File: config.mk
export PLATFORM = sky130hd
export DESIGN_NAME = axi_read_xbar
export DESIGN_NICKNAME = d
export VERILOG_FILES = /design/src/rtl/axi_read_xbar.sv
export SDC_FILE = /design/constraint.sdc
export NUM_CORES = 1
export LEC_CHECK = 0
export ABC_AREA = 1
export BUFFER_PORTS_ARGS = -buffer_cell sky130_fd_sc_hd__buf_2
export CAP_MARGIN = 0
export CELL_PAD_IN_SITES_DETAIL_PLACEMENT = 1
export CELL_PAD_IN_SITES_GLOBAL_PLACEMENT = 1
export CORE_AREA = 5 5 135 137
export DETAILED_ROUTE_END_ITERATION = 6
export DIE_AREA = 0 0 140 142
export PLACE_DENSITY = 0.9
export SLEW_MARGIN = 15
export SYNTH_ARGS = -nofsm -noshare
export SYNTH_HDL_FRONTEND = slang
export SYNTH_SLANG_ARGS = --single-unit
File: constraint.sdc
create_clock -name ACLK -period 1.9 [get_ports ACLK]
set_input_delay 0.095 -clock ACLK [delete_from_list [all_inputs] [get_ports ACLK]]
set_output_delay 0.095 -clock ACLK [all_outputs]
set_load 0.01 [all_outputs]
File: src/rtl/axi_read_xbar.sv
`default_nettype none
// ============================================================================
// Module      : axi_read_xbar
// Description : NM-master / NS-slave AXI read crossbar with round-robin
//               arbitration per slave and an internal decode-error target.
// Revision    : 1.0 - initial release
// ============================================================================
module axi_read_xbar #(
    parameter int NM        = 2,
    parameter int NS        = 2,
    parameter int IDM_BITS  = 4,
    parameter int MI_BITS   = (NM > 1) ? $clog2(NM) : 1,
    parameter int ADDR_BITS = 32,
    parameter int DATA_BITS = 32,
    parameter int LEN_BITS  = 4,
    parameter logic [NS*ADDR_BITS-1:0] SLV_BASE = {NS{32'h0}},
    parameter logic [NS*ADDR_BITS-1:0] SLV_MASK = {NS{32'hFFFF_0000}},
    localparam int IDS_BITS = IDM_BITS + MI_BITS
) (
    input  logic                      ACLK,
    input  logic                      ARESET,
    input  logic [NM*IDM_BITS-1:0]    ARID_M,
    input  logic [NM*ADDR_BITS-1:0]   ARADDR_M,
    input  logic [NM*LEN_BITS-1:0]    ARLEN_M,
    input  logic [NM*3-1:0]           ARSIZE_M,
    input  logic [NM*2-1:0]           ARBURST_M,
    input  logic [NM-1:0]             ARVALID_M,
    output logic [NM-1:0]             ARREADY_M,
    output logic [NM*IDM_BITS-1:0]    RID_M,
    output logic [NM*DATA_BITS-1:0]   RDATA_M,
    output logic [NM*2-1:0]           RRESP_M,
    output logic [NM-1:0]             RLAST_M,
    output logic [NM-1:0]             RVALID_M,
    input  logic [NM-1:0]             RREADY_M,
    output logic [NS*IDS_BITS-1:0]    ARID_S,
    output logic [NS*ADDR_BITS-1:0]   ARADDR_S,
    output logic [NS*LEN_BITS-1:0]    ARLEN_S,
    output logic [NS*3-1:0]           ARSIZE_S,
    output logic [NS*2-1:0]           ARBURST_S,
    output logic [NS-1:0]             ARVALID_S,
    input  logic [NS-1:0]             ARREADY_S,
    input  logic [NS*IDS_BITS-1:0]    RID_S,
    input  logic [NS*DATA_BITS-1:0]   RDATA_S,
    input  logic [NS*2-1:0]           RRESP_S,
    input  logic [NS-1:0]             RLAST_S,
    input  logic [NS-1:0]             RVALID_S,
    output logic [NS-1:0]             RREADY_S
);

    localparam int NT      = NS + 1;
    localparam int TI_BITS = (NS > 0) ? $clog2(NS + 1) : 1;

    typedef enum logic [1:0] {
        ST_IDLE = 2'd0,
        ST_ADDR = 2'd1,
        ST_DATA = 2'd2
    } state_t;

    state_t               state_q  [NT];
    state_t               state_d  [NT];
    logic [MI_BITS-1:0]   grant_q  [NT];
    logic [MI_BITS-1:0]   grant_d  [NT];
    logic [MI_BITS-1:0]   rr_ptr_q [NT];
    logic [MI_BITS-1:0]   rr_ptr_d [NT];
    logic [NM-1:0]        busy_q;
    logic [NM-1:0]        busy_d;
    logic [LEN_BITS-1:0]  e_cnt_q;
    logic [LEN_BITS-1:0]  e_cnt_d;
    logic [IDM_BITS-1:0]  e_id_q;
    logic [IDM_BITS-1:0]  e_id_d;

    logic [TI_BITS-1:0]   w_tgt  [NM];
    logic [NT-1:0]        w_any;
    logic [MI_BITS-1:0]   w_pick [NT];
    logic [NT-1:0]        w_tgt_arready;
    logic [NT-1:0]        w_tgt_rvalid;
    logic [NT-1:0]        w_tgt_rlast;
    logic                 w_unused_rid;

    function automatic int wrap_idx(input logic [MI_BITS-1:0] ptr, input int k);
        return (int'(ptr) + k) % NM;
    endfunction

    // Address decode: lowest-index hit wins, no hit selects the error target.
    always_comb begin
        for (int m = 0; m < NM; m++) begin
            w_tgt[m] = TI_BITS'(NS);
            for (int j = NS - 1; j >= 0; j--) begin
                if ((ARADDR_M[m*ADDR_BITS +: ADDR_BITS] & SLV_MASK[j*ADDR_BITS +: ADDR_BITS])
                        == SLV_BASE[j*ADDR_BITS +: ADDR_BITS]) begin
                    w_tgt[m] = TI_BITS'(j);
                end
            end
        end
    end

    always_comb begin
        for (int t = 0; t < NT; t++) begin
            w_any[t]  = 1'b0;
            w_pick[t] = '0;
            for (int k = 0; k < NM; k++) begin
                if (!w_any[t] && ARVALID_M[wrap_idx(rr_ptr_q[t], k)]
                        && !busy_q[wrap_idx(rr_ptr_q[t], k)]
                        && (w_tgt[wrap_idx(rr_ptr_q[t], k)] == TI_BITS'(t))) begin
                    w_any[t]  = 1'b1;
                    w_pick[t] = MI_BITS'(wrap_idx(rr_ptr_q[t], k));
                end
            end
        end
    end

    assign w_tgt_arready = {1'b1, ARREADY_S};
    assign w_tgt_rvalid  = {1'b1, RVALID_S};
    assign w_tgt_rlast   = {(e_cnt_q == '0), RLAST_S};

    // Master index bits of RID_S are implied by the grant and not forwarded.
    always_comb begin
        w_unused_rid = 1'b0;
        for (int j = 0; j < NS; j++) begin
            w_unused_rid = w_unused_rid ^ (^RID_S[j*IDS_BITS+IDM_BITS +: MI_BITS]);
        end
    end

    always_comb begin
        ARREADY_M = '0;
        RID_M     = '0;
        RDATA_M   = '0;
        RRESP_M   = '0;
        RLAST_M   = '0;
        RVALID_M  = '0;
        ARID_S    = '0;
        ARADDR_S  = '0;
        ARLEN_S   = '0;
        ARSIZE_S  = '0;
        ARBURST_S = '0;
        ARVALID_S = '0;
        RREADY_S  = '0;
        for (int j = 0; j < NS; j++) begin
            if (state_q[j] == ST_ADDR) begin
                ARVALID_S[j]                         = ARVALID_M[grant_q[j]];
                ARID_S[j*IDS_BITS +: IDS_BITS]       = {grant_q[j], ARID_M[grant_q[j]*IDM_BITS +: IDM_BITS]};
                ARADDR_S[j*ADDR_BITS +: ADDR_BITS]   = ARADDR_M[grant_q[j]*ADDR_BITS +: ADDR_BITS];
                ARLEN_S[j*LEN_BITS +: LEN_BITS]      = ARLEN_M[grant_q[j]*LEN_BITS +: LEN_BITS];
                ARSIZE_S[j*3 +: 3]                   = ARSIZE_M[grant_q[j]*3 +: 3];
                ARBURST_S[j*2 +: 2]                  = ARBURST_M[grant_q[j]*2 +: 2];
                ARREADY_M[grant_q[j]]                = ARREADY_S[j];
            end else if (state_q[j] == ST_DATA) begin
                RVALID_M[grant_q[j]]                 = RVALID_S[j];
                RDATA_M[grant_q[j]*DATA_BITS +: DATA_BITS] = RDATA_S[j*DATA_BITS +: DATA_BITS];
                RRESP_M[grant_q[j]*2 +: 2]           = RRESP_S[j*2 +: 2];
                RLAST_M[grant_q[j]]                  = RLAST_S[j];
                RID_M[grant_q[j]*IDM_BITS +: IDM_BITS] = RID_S[j*IDS_BITS +: IDM_BITS];
                RREADY_S[j]                          = RREADY_M[grant_q[j]];
            end
        end
        // Error target accepts immediately and answers with DECERR beats.
        if (state_q[NS] == ST_ADDR) begin
            ARREADY_M[grant_q[NS]] = 1'b1;
        end else if (state_q[NS] == ST_DATA) begin
            RVALID_M[grant_q[NS]]                   = 1'b1;
            RRESP_M[grant_q[NS]*2 +: 2]             = 2'b11;
            RLAST_M[grant_q[NS]]                    = (e_cnt_q == '0);
            RID_M[grant_q[NS]*IDM_BITS +: IDM_BITS] = e_id_q;
        end
    end

    always_comb begin
        state_d  = state_q;
        grant_d  = grant_q;
        rr_ptr_d = rr_ptr_q;
        busy_d   = busy_q;
        e_cnt_d  = e_cnt_q;
        e_id_d   = e_id_q;
        for (int m = 0; m < NM; m++) begin
            if (ARVALID_M[m] && ARREADY_M[m]) begin
                busy_d[m] = 1'b1;
            end
            if (RVALID_M[m] && RREADY_M[m] && RLAST_M[m]) begin
                busy_d[m] = 1'b0;
            end
        end
        for (int t = 0; t < NT; t++) begin
            case (state_q[t])
                ST_IDLE: begin
                    if (w_any[t]) begin
                        grant_d[t] = w_pick[t];
                        state_d[t] = ST_ADDR;
                    end
                end
                ST_ADDR: begin
                    if (ARVALID_M[grant_q[t]] && w_tgt_arready[t]) begin
                        state_d[t] = ST_DATA;
                        if (t == NS) begin
                            e_cnt_d = ARLEN_M[grant_q[t]*LEN_BITS +: LEN_BITS];
                            e_id_d  = ARID_M[grant_q[t]*IDM_BITS +: IDM_BITS];
                        end
                    end
                end
                ST_DATA: begin
                    if (w_tgt_rvalid[t] && RREADY_M[grant_q[t]]) begin
                        if (w_tgt_rlast[t]) begin
                            state_d[t]  = ST_IDLE;
                            rr_ptr_d[t] = (grant_q[t] == MI_BITS'(NM - 1)) ? '0 : grant_q[t] + 1'b1;
                        end else if (t == NS) begin
                            e_cnt_d = e_cnt_q - 1'b1;
                        end
                    end
                end
                default: state_d[t] = ST_IDLE;
            endcase
        end
    end

    always_ff @(posedge ACLK) begin
        if (ARESET) begin
            for (int t = 0; t < NT; t++) begin
                state_q[t]  <= ST_IDLE;
                grant_q[t]  <= '0;
                rr_ptr_q[t] <= '0;
            end
            busy_q  <= '0;
            e_cnt_q <= '0;
            e_id_q  <= '0;
        end else begin
            for (int t = 0; t < NT; t++) begin
                state_q[t]  <= state_d[t];
                grant_q[t]  <= grant_d[t];
                rr_ptr_q[t] <= rr_ptr_d[t];
            end
            busy_q  <= busy_d;
            e_cnt_q <= e_cnt_d;
            e_id_q  <= e_id_d;
        end
    end

endmodule
`default_nettype wire

==> flow_summary.ini, run 1 <==
[power]
sw_frac_of_total_pct = 38.5
power.share.combinational_pct = 45.0
switching_power_uw = 698
power.density_nw_per_um2 = 351
leakage_uw = 0.00307
p_int_uw = 1120
seqPwrFrac_pct = 28.9
pwr-share-clk_pct = 26.1
vdd_drop_max_uv = 233

[timing]
period_needed_ns = 1.79
finalHoldViolCount = 0
whs_ns = 0.0601
setup-violations-final = 0
rsz0062_at_grt = no
finalClockSkew_ns = 0.00363
min_period_over_period_pct = 94.5
fmax_mhz = 557
drv_slew = 0
setup_ws_ns = 0.105
fin_tns_setup_ns = 0

[global_route]
grt_max_degree = 48
grt-ovfl-total = 0
gr-usage-all-layers_pct = 17.4
grt_pass1_vias = 5566
grt_pass1_wl_um = 28200
antenna_found_initial = 4

[synth]
synthArstFlopShare_pct = 0
synth-main-ff-cell = dfxtp_1
yosys-top-cells-count = nand2_1 (144), nor2_1 (133), inv_1 (74)
syn_area_um2 = 3060
yosysWarnings = 0
synth_edf_count = 0
yosys.area.top_type = nand2_1
ys_top_cells_by_area = nand2_1 (18%), nor2_1 (16%), dfxtp_1 (13%)
ys_seq_elements = 20
syn_avg_cell_area_um2 = 5.20
synth.most_common_cell = nand2_1
synth_cells = 589
synth_cell_types = 35
yosysSeqAreaShare_pct = 13.1
synth.top_cell.area_share_pct = 17.7
syn_nets = 770

[floorplan]
dieArea_um2 = 19900
fp-row-count = 48
io_pins = 358
coreArea_um2 = 16900
die_width_um = 140
die_h_um = 142
start_util_pct = 18.1

[final_layout]
nFillCells = 2357
final-seq-area_um2 = 400
postLayoutCellArea_um2 = 5170
nNetsFinal = 1104
area_growth_pct = 68.8
multiInputGateArea_um2 = 2130
layout-drive-gt1-share_pct = 43.0
instances_no_fill = 1149

[route]
top_layer = met4
m1WireLength_um = 6590
route.detailed.drc = 0
firstDrtPassIters = 4
vias = 5258
dr_wl_met2_um = 10400
wl_um = 18800
via_per_inst = 4.58
drt-initial-drc-count = 113
antenna_left = 0
routedWlPerCell_um = 16.3
route.met3.wl_um = 1330

[place]
io_buffers = 354
hpwl_um = 16100
dp_cells = 1143
globalplace.congestion = 0.924
post_dp_cell_area_um2 = 5060
dp_slack_ns = 0.283

[setup_path]
r2r-start = e_cnt_q[0]$_SDFFE_PP0P_
worst-setup-path-type = flop to primary output
critical_path.endpoint_type = primary output
worstPathRequired_ns = 1.80
cp_max_fo = 32
crit_arrival_ns = 1.70
startpoint_type = flop
reg2regPathDepth = 10
rrSetupSlack_ns = 0.29
r2r-end = e_cnt_q[0]$_SDFFE_PP0P_

[clock_tree]
worstSkewPairLatency_ns = 0.25
h-tree-depth = 1
cts-root-buf = clkbuf_16
post_cts_buffers = 0
cts_made_buffers = 3
cts_tree = built
cts_buffer_depth = 2
path_clk_slew_ns = 0.05
clock-sinks = 20

[worst_hold_path]
hold_class = primary input to flop
hold_path_end = state_q[2]$_SDFFE_PP0P_
hold_start = ARREADY_S[1]
hold_path_depth = 2

[status]
status = finished clean

[job]
cap_violations = 0
[state kept, by name (all words and copies together) (netlist names)]
signal	cells
state_q	6
e_cnt_q	4
e_id_q	4
busy_q	2
grant_q	2
rr_ptr_q	2
[cell usage in the layout (no fill, tap or decap), types with 2 or more instances in the layout]
cell and instances:
clkbuf_16 3, nand2_1 142, nor2_1 133, inv_1 73, nand2_4 2, dfxtp_1 20
nand3_1 26, buf_12 5, o22ai_1 3, buf_4 8, o211ai_1 2, a32o_1 32
o21ai_1 4, nor3_1 3, o21ai_0 63, diode_2 2, nand2_2 7, a21oi_1 13
inv_2 9, a31oi_1 4, buf_2 354
[routing by layer]
layer,vias up,track usage (%)
li1,2564,-
met1,2424,16.7
met2,247,36.7
met3,23,2.99
met4,0,5.76
met5,-,0
[critical path: stages, from the launching register on]
cell and delay [ns]:
dfxtp_1 0.38, nand2_1 0.11, inv_1 0.07, nand2_1 0.14
inv_4 0.14, buf_12 0.19, nand2_1 0.06, o21ai_0 0.15
buf_2 0.21
[kinds of logic after synthesis]
kind of cell	Yosys count	share of synthesized area (%)
AO/OA/AOI/OAI	127	27.2
adder cells (fa/ha/maj)	1	0.409
flip-flops	20	13.1
AND/OR/NAND/NOR	318	41.8
other	1	0.122
buffers and inverters	122	17.4
[final cells by class]
cell class	count	share of cell area (%)
diodes	2	0.0969
clock buffers	4	1.72
inverters	83	6.08
multi-input cells	447	41.3
flip-flops and latches	20	7.75
well taps	225	5.45
repair buffers	368	37.6
[through the flow]
stage	util [%]	total power [uW]
floorplan	-	945
global placement	29.9	1320
detailed placement	29.9	1350
CTS	30.4	1830
global route	30.5	1940
finish	30.5	1820
[worst max-delay path by stage]
stage / slack (ns) / startpoint / end / depth (start not counted)
after CTS: 0.008 / state_q[5]$_SDFFE_PP0P_ / ARADDR_S[20] / 7
after detailed placement: 0.28 / state_q[5]$_SDFFE_PP0P_ / ARADDR_S[20] / 7
after floorplan: 0.59 / e_cnt_q[0]$_SDFFE_PP0P_ / e_cnt_q[0]$_SDFFE_PP0P_ / 10
after global routing: 0.0005 / e_cnt_q[0]$_SDFFE_PP0P_ / RLAST_M[0] / 7
after global placement: 0.31 / state_q[5]$_SDFFE_PP0P_ / ARADDR_S[24] / 7
final: 0.11 / state_q[4]$_SDFFE_PP0P_ / ARADDR_S[27] / 8
[what timing repair did]
item | in CTS | in global routing
hold buffers | 0 | 0
endpoints found under the setup margin | 0 | 34
resized for setup | 0 | 4
[power groups by stage]
stage	clock network, uW	registers [uW]	logic (uW)
floorplan	0	517	428
global placement	0	530	789
detailed placement	0	532	815
CTS	486	524	821
global route	495	533	916
finish	474	524	817
Note: power is estimated with default switching activity, not from simulation.
==> run 2: changes to the inputs <==
--- a/config.mk
+++ b/config.mk
@@ -13,7 +13,7 @@
 export CORE_AREA = 5 5 135 137
 export DETAILED_ROUTE_END_ITERATION = 6
 export DIE_AREA = 0 0 140 142
-export PLACE_DENSITY = 0.9
+export PLACE_DENSITY = 0.78
 export SLEW_MARGIN = 15
 export SYNTH_ARGS = -nofsm -noshare
 export SYNTH_HDL_FRONTEND = slang
==> run 2 against run 1 <==
Against the previous run: routed wire length is 1.4% higher; flip-flop and latch count stayed put; critical path depth is 1 higher; final area is 0.36% lower; worst hold slack worse by 0.0071 ns; critical path type unchanged; clock power is 7.8% lower; core utilization is 0.11 points lower.
==> flow_summary.ini, run 2 (synthesized netlist as in run 1, its figures left out) <==
[setup_path]
crit_buf_inv = 5
cp_max_fo = 38
crit_arrival_ns = 1.64
worstPathRequired_ns = 1.80
cpPeakStageDelay_ns = 0.32
crit_chain = inv_2 > nand2_4 > inv_2 > nand2_2 > inv_2 > buf_12 > nand3_1 > a31oi_1 > buf_2
crit_family = buffers and inverters
slowest_stage = dfxtp_1
crit_top_cell = inv_2
critical_path.endpoint_type = primary output
startpoint_type = flop
worst-setup-path-type = flop to primary output

[floorplan]
coreArea_um2 = 16900
die_width_um = 140
die_h_um = 142
fp-row-count = 48
start_util_pct = 18.1
dieArea_um2 = 19900
io_pins = 358

[timing]
finalHoldViolCount = 0
fin_tns_setup_ns = 0
fmax_mhz = 575
min_period_over_period_pct = 91.6
finalClockSkew_ns = 0.000858
drv_slew = 0
rsz0062_at_grt = no
period_needed_ns = 1.74
setup-violations-final = 0

[global_route]
grt_pass1_vias = 5532
grt-ovfl-total = 0
grt_max_degree = 47
antenna_found_initial = 6
gr-usage-all-layers_pct = 17.6
grt_pass1_wl_um = 28300

[place]
io_buffers = 354
globalplace.congestion = 0.871
hpwl_um = 16200

[clock_tree]
h-tree-depth = 1
cts_made_buffers = 3
path_clk_slew_ns = 0.05
clock-sinks = 20
post_cts_buffers = 0
cts_buffer_depth = 2
cts_tree = built
cts-root-buf = clkbuf_16
worstSkewPairLatency_ns = 0.26

[status]
status = finished clean

[final_layout]
largest_register_ffs = 6
regMostFlops = state_q
final_util_pct = 30.4
area_growth_pct = 68.2
layout.cells.most_common = buf_2
final_cell_mix = buf_2 (354), nand2_1 (142), nor2_1 (133), inv_1 (74), o21ai_0 (63)
layout-drive-gt1-share_pct = 42.7
top_regs = state_q (6), e_cnt_q (4), e_id_q (4)
nFillCells = 2346
nNetsFinal = 1101

[worst_hold_path]
hold_class = primary input to flop

[route]
firstDrtPassIters = 6
vias = 5229
drt-initial-drc-count = 108
via_per_inst = 4.56
wl_um = 19000
route.detailed.drc = 0
antenna_left = 0
routedWlPerCell_um = 16.6

[job]
cap_violations = 0

[power]
power.density_nw_per_um2 = 342
vdd_drop_max_uv = 239
leakage_uw = 0.00305
[run 2: worst reg2reg max path, stage by stage, from the launching register on]
cell     delay (ns)
dfxtp_1        0.35
inv_1          0.08
ha_1           0.23
nand3_1        0.18
nand2_1        0.10
nand2_1        0.08
nand3_2        0.10
inv_2          0.12
nand2_1        0.06
o21ai_1        0.08
nor2_1         0.05
[run 2: power breakdown]
part	internal [uW]	switching, uW
combinational	315	482
sequential	478	48.0
clock	278	159
[run 2: through the flow]
stage / worst slack (ns) / hold slack, ns / power (uW) / instances / cell area (um2)
after floorplan: 0.593 / 0.173 / 945 / 589 / 3060
after global placement: 0.259 / 0.317 / 1310 / 1140 / 5050
after detailed placement: 0.208 / 0.326 / 1330 / 1140 / 5050
after CTS: 0.0355 / 0.0530 / 1780 / 1143 / 5130
after global routing: 0.0176 / 0.0705 / 1890 / 1146 / 5150
final: 0.160 / 0.0531 / 1760 / 1146 / 5150
[run 2: cell type report]
class	count	area (um2)	share of cell area, %
timing repair buffer	365	1930	37.5
antenna	3	7.51	0.146
inverter	83	314	6.10
sequential	20	402	7.80
clock buffer	3	75.1	1.46
multi-input combinational	447	2140	41.6
tap	225	282	5.47
[run 2: layer usage]
metal  up-vias  wire length [um]  GRT usage, %  share of wire, %
met5         -                 0             0                 0
met4         0               689          8.57               3.6
met3        42              1580          4.40               8.3
met2       267             10400          36.0                55
met1      2367              6350          16.1                33
li1       2553                 -             -                 -
[run 2: timing repair]
action                     in CTS  in global routing
cloned                          0                  0
gates resized for setup         1                  4
hold buffers                    0                  0
setup endpoints to repair       4                  3
[run 2: path summary, 6_finish.rpt]
check                             to  depth (start not counted)                    start  slack [ns]
max                         RID_M[1]                          9  state_q[4]$_SDFFE_PP0P_        0.16
min          state_q[2]$_SDFFE_PP0P_                          2             ARREADY_S[1]        0.05
max reg2reg  e_cnt_q[0]$_SDFFE_PP0P_                         10  e_cnt_q[0]$_SDFFE_PP0P_        0.37
min reg2reg   busy_q[1]$_SDFFE_PP0P_                          2   busy_q[1]$_SDFFE_PP0P_        0.50
==> run 3: changes to the inputs <==
==> constraint.sdc (replaced) <==
create_clock -name ACLK -period 2.2 [get_ports ACLK]
set_input_delay 0.11 -clock ACLK [delete_from_list [all_inputs] [get_ports ACLK]]
set_output_delay 0.11 -clock ACLK [all_outputs]
set_load 0.01 [all_outputs]
==> run 3 against run 2 <==
Against the previous run: first-iteration DRC count rose by 53%; cell count barely moved; combinational power fell by 13%; setup slack improved by 0.034 ns; core utilization fell by 0.24 points; largest power group unchanged; worst hold slack improved by 0.020 ns; via count rose by 0.63%; clock skew rose by 0.0019 ns; clock-buffer cell count rose by 1; largest cell class unchanged; clock power fell by 6.6%; flip-flop and latch count did not move; global-route usage rose by 0.14 points.
==> flow_summary.ini, run 3 (synthesized netlist as in run 1, its figures left out) <==
[global_route]
grt-ovfl-total = 0
met2_usage_pct = 35.8
top_usage_layer = met2
grt_pass1_wl_um = 28700
met1_usage_pct = 16.8
gr-usage-all-layers_pct = 17.8
antenna_found_initial = 6
grt_pass1_vias = 5543
grt_max_degree = 47
gr-usage-met3_pct = 4.03

[power]
power.density_nw_per_um2 = 305
leakage_uw = 0.00304
total_power_uw = 1560
vdd_drop_max_uv = 200

[final_layout]
final_cell_mix = buf_2 (354), nand2_1 (143), nor2_1 (133), inv_1 (74), o21ai_0 (63)
nFillCells = 2368
area_growth_pct = 66.9
postLayoutCellArea_um2 = 5110
regMostFlops = state_q
top_regs = state_q (6), e_cnt_q (4), e_id_q (4)
nNetsFinal = 1100
instances_no_fill = 1147
largest_register_ffs = 6
layout-drive-gt1-share_pct = 42.5
layout.cells.most_common = buf_2

[timing]
setup-violations-final = 0
finalHoldViolCount = 0
fin_tns_setup_ns = 0
drv_slew = 0
period_needed_ns = 2.01
fmax_mhz = 499
slew_headroom_pct = 54.9
whs_ns = 0.0735
tightest_slew_ns = 0.675
min_period_over_period_pct = 91.2
rsz0062_at_grt = no
finalClockSkew_ns = 0.00272

[setup_path]
crit_arrival_ns = 1.90
cp_max_fo = 38
critical_path.endpoint_type = primary output
startpoint_type = flop
worst-setup-path-type = flop to primary output
worstPathRequired_ns = 2.09

[floorplan]
start_util_pct = 18.1
dieArea_um2 = 19900
io_pins = 358
die_width_um = 140
coreArea_um2 = 16900
die_h_um = 142
fp-row-count = 48

[clock_tree]
path_clk_slew_ns = 0.05
cts_made_buffers = 3
cts_hold_buf = 0
h-tree-depth = 1
worstSkewPairLatency_ns = 0.25
post_cts_resized = 0
post_cts_buffers = 0
cts_tree = built
clock-sinks = 20
cts-root-buf = clkbuf_16
cts_buffer_depth = 2

[place]
dp_cells = 1139
globalplace.congestion = 0.883
hpwl_um = 16200
io_buffers = 354
post_dp_cell_area_um2 = 5010

[route]
antenna_left = 0
vias = 5262
via_per_inst = 4.59
route.detailed.drc = 0
routedWlPerCell_um = 16.5
wl_um = 18900
drt-initial-drc-count = 165
firstDrtPassIters = 4

[status]
status = finished clean

[worst_hold_path]
hold_class = primary input to flop

[job]
cap_violations = 0
-- run 3: cell types whose count changed in the layout (fill, tap and decap cells not counted), sizes merged --
cell | previous run | this run
buf | 365 | 364
diode | 3 | 4
clkbuf | 3 | 4
-- run 3: worst max-delay path, stage by stage, from the launching register on --
cell and delay, ns:
dfxtp_1 0.36, inv_1 0.07, nand2_1 0.12, nand2_2 0.09, inv_2 0.49, nand3_1 0.15
a31oi_1 0.17, buf_2 0.16
-- run 3: final timing paths --
check                                 from                        to  slack [ns]  depth (start not counted)
setup / recovery   state_q[2]$_SDFFE_PP0P_                  RID_M[1]        0.19                          7
hold reg to reg   rr_ptr_q[2]$_SDFFE_PP0P_  rr_ptr_q[2]$_SDFFE_PP0P_        0.48                          2
hold / removal                ARREADY_S[1]   state_q[2]$_SDFFE_PP0P_        0.07                          2
setup reg to reg   state_q[2]$_SDFFE_PP0P_    busy_q[0]$_SDFFE_PP0P_        0.41                          9
-- run 3: area by class of cell --
class	instances	area, um2	share of cell area (%)
Multi-Input combinational cell	447	2130	41.7
Timing Repair Buffer	364	1880	36.9
Sequential cell	20	400	7.84
Inverter	83	312	6.10
Tap cell	225	282	5.51
Clock buffer	4	88.8	1.74
Antenna cell	4	10.0	0.196
-- run 3: power breakdown --
part	internal (uW)	total, uW	switching [uW]	leakage (uW)
sequential	413	452	38.8	0.000163
clock	277	408	131	0.0000442
combinational	269	696	427	0.00283
total	960	1560	597	0.00304
-- run 3: metal layers --
metal  share of wire (%)  up-vias
met5                   0        -
met4                 4.2        0
met3                 8.3       39
met2                  54      264
met1                  33     2403
li1                    -     2556
-- run 3: stage by stage --
stage                     util, %  worst slack [ns]
final                        30.2             0.194
after global routing         30.2            0.0251
after CTS                    30.1             0.192
after detailed placement     29.6             0.453
after global placement       29.6             0.506
after floorplan                 -             0.893
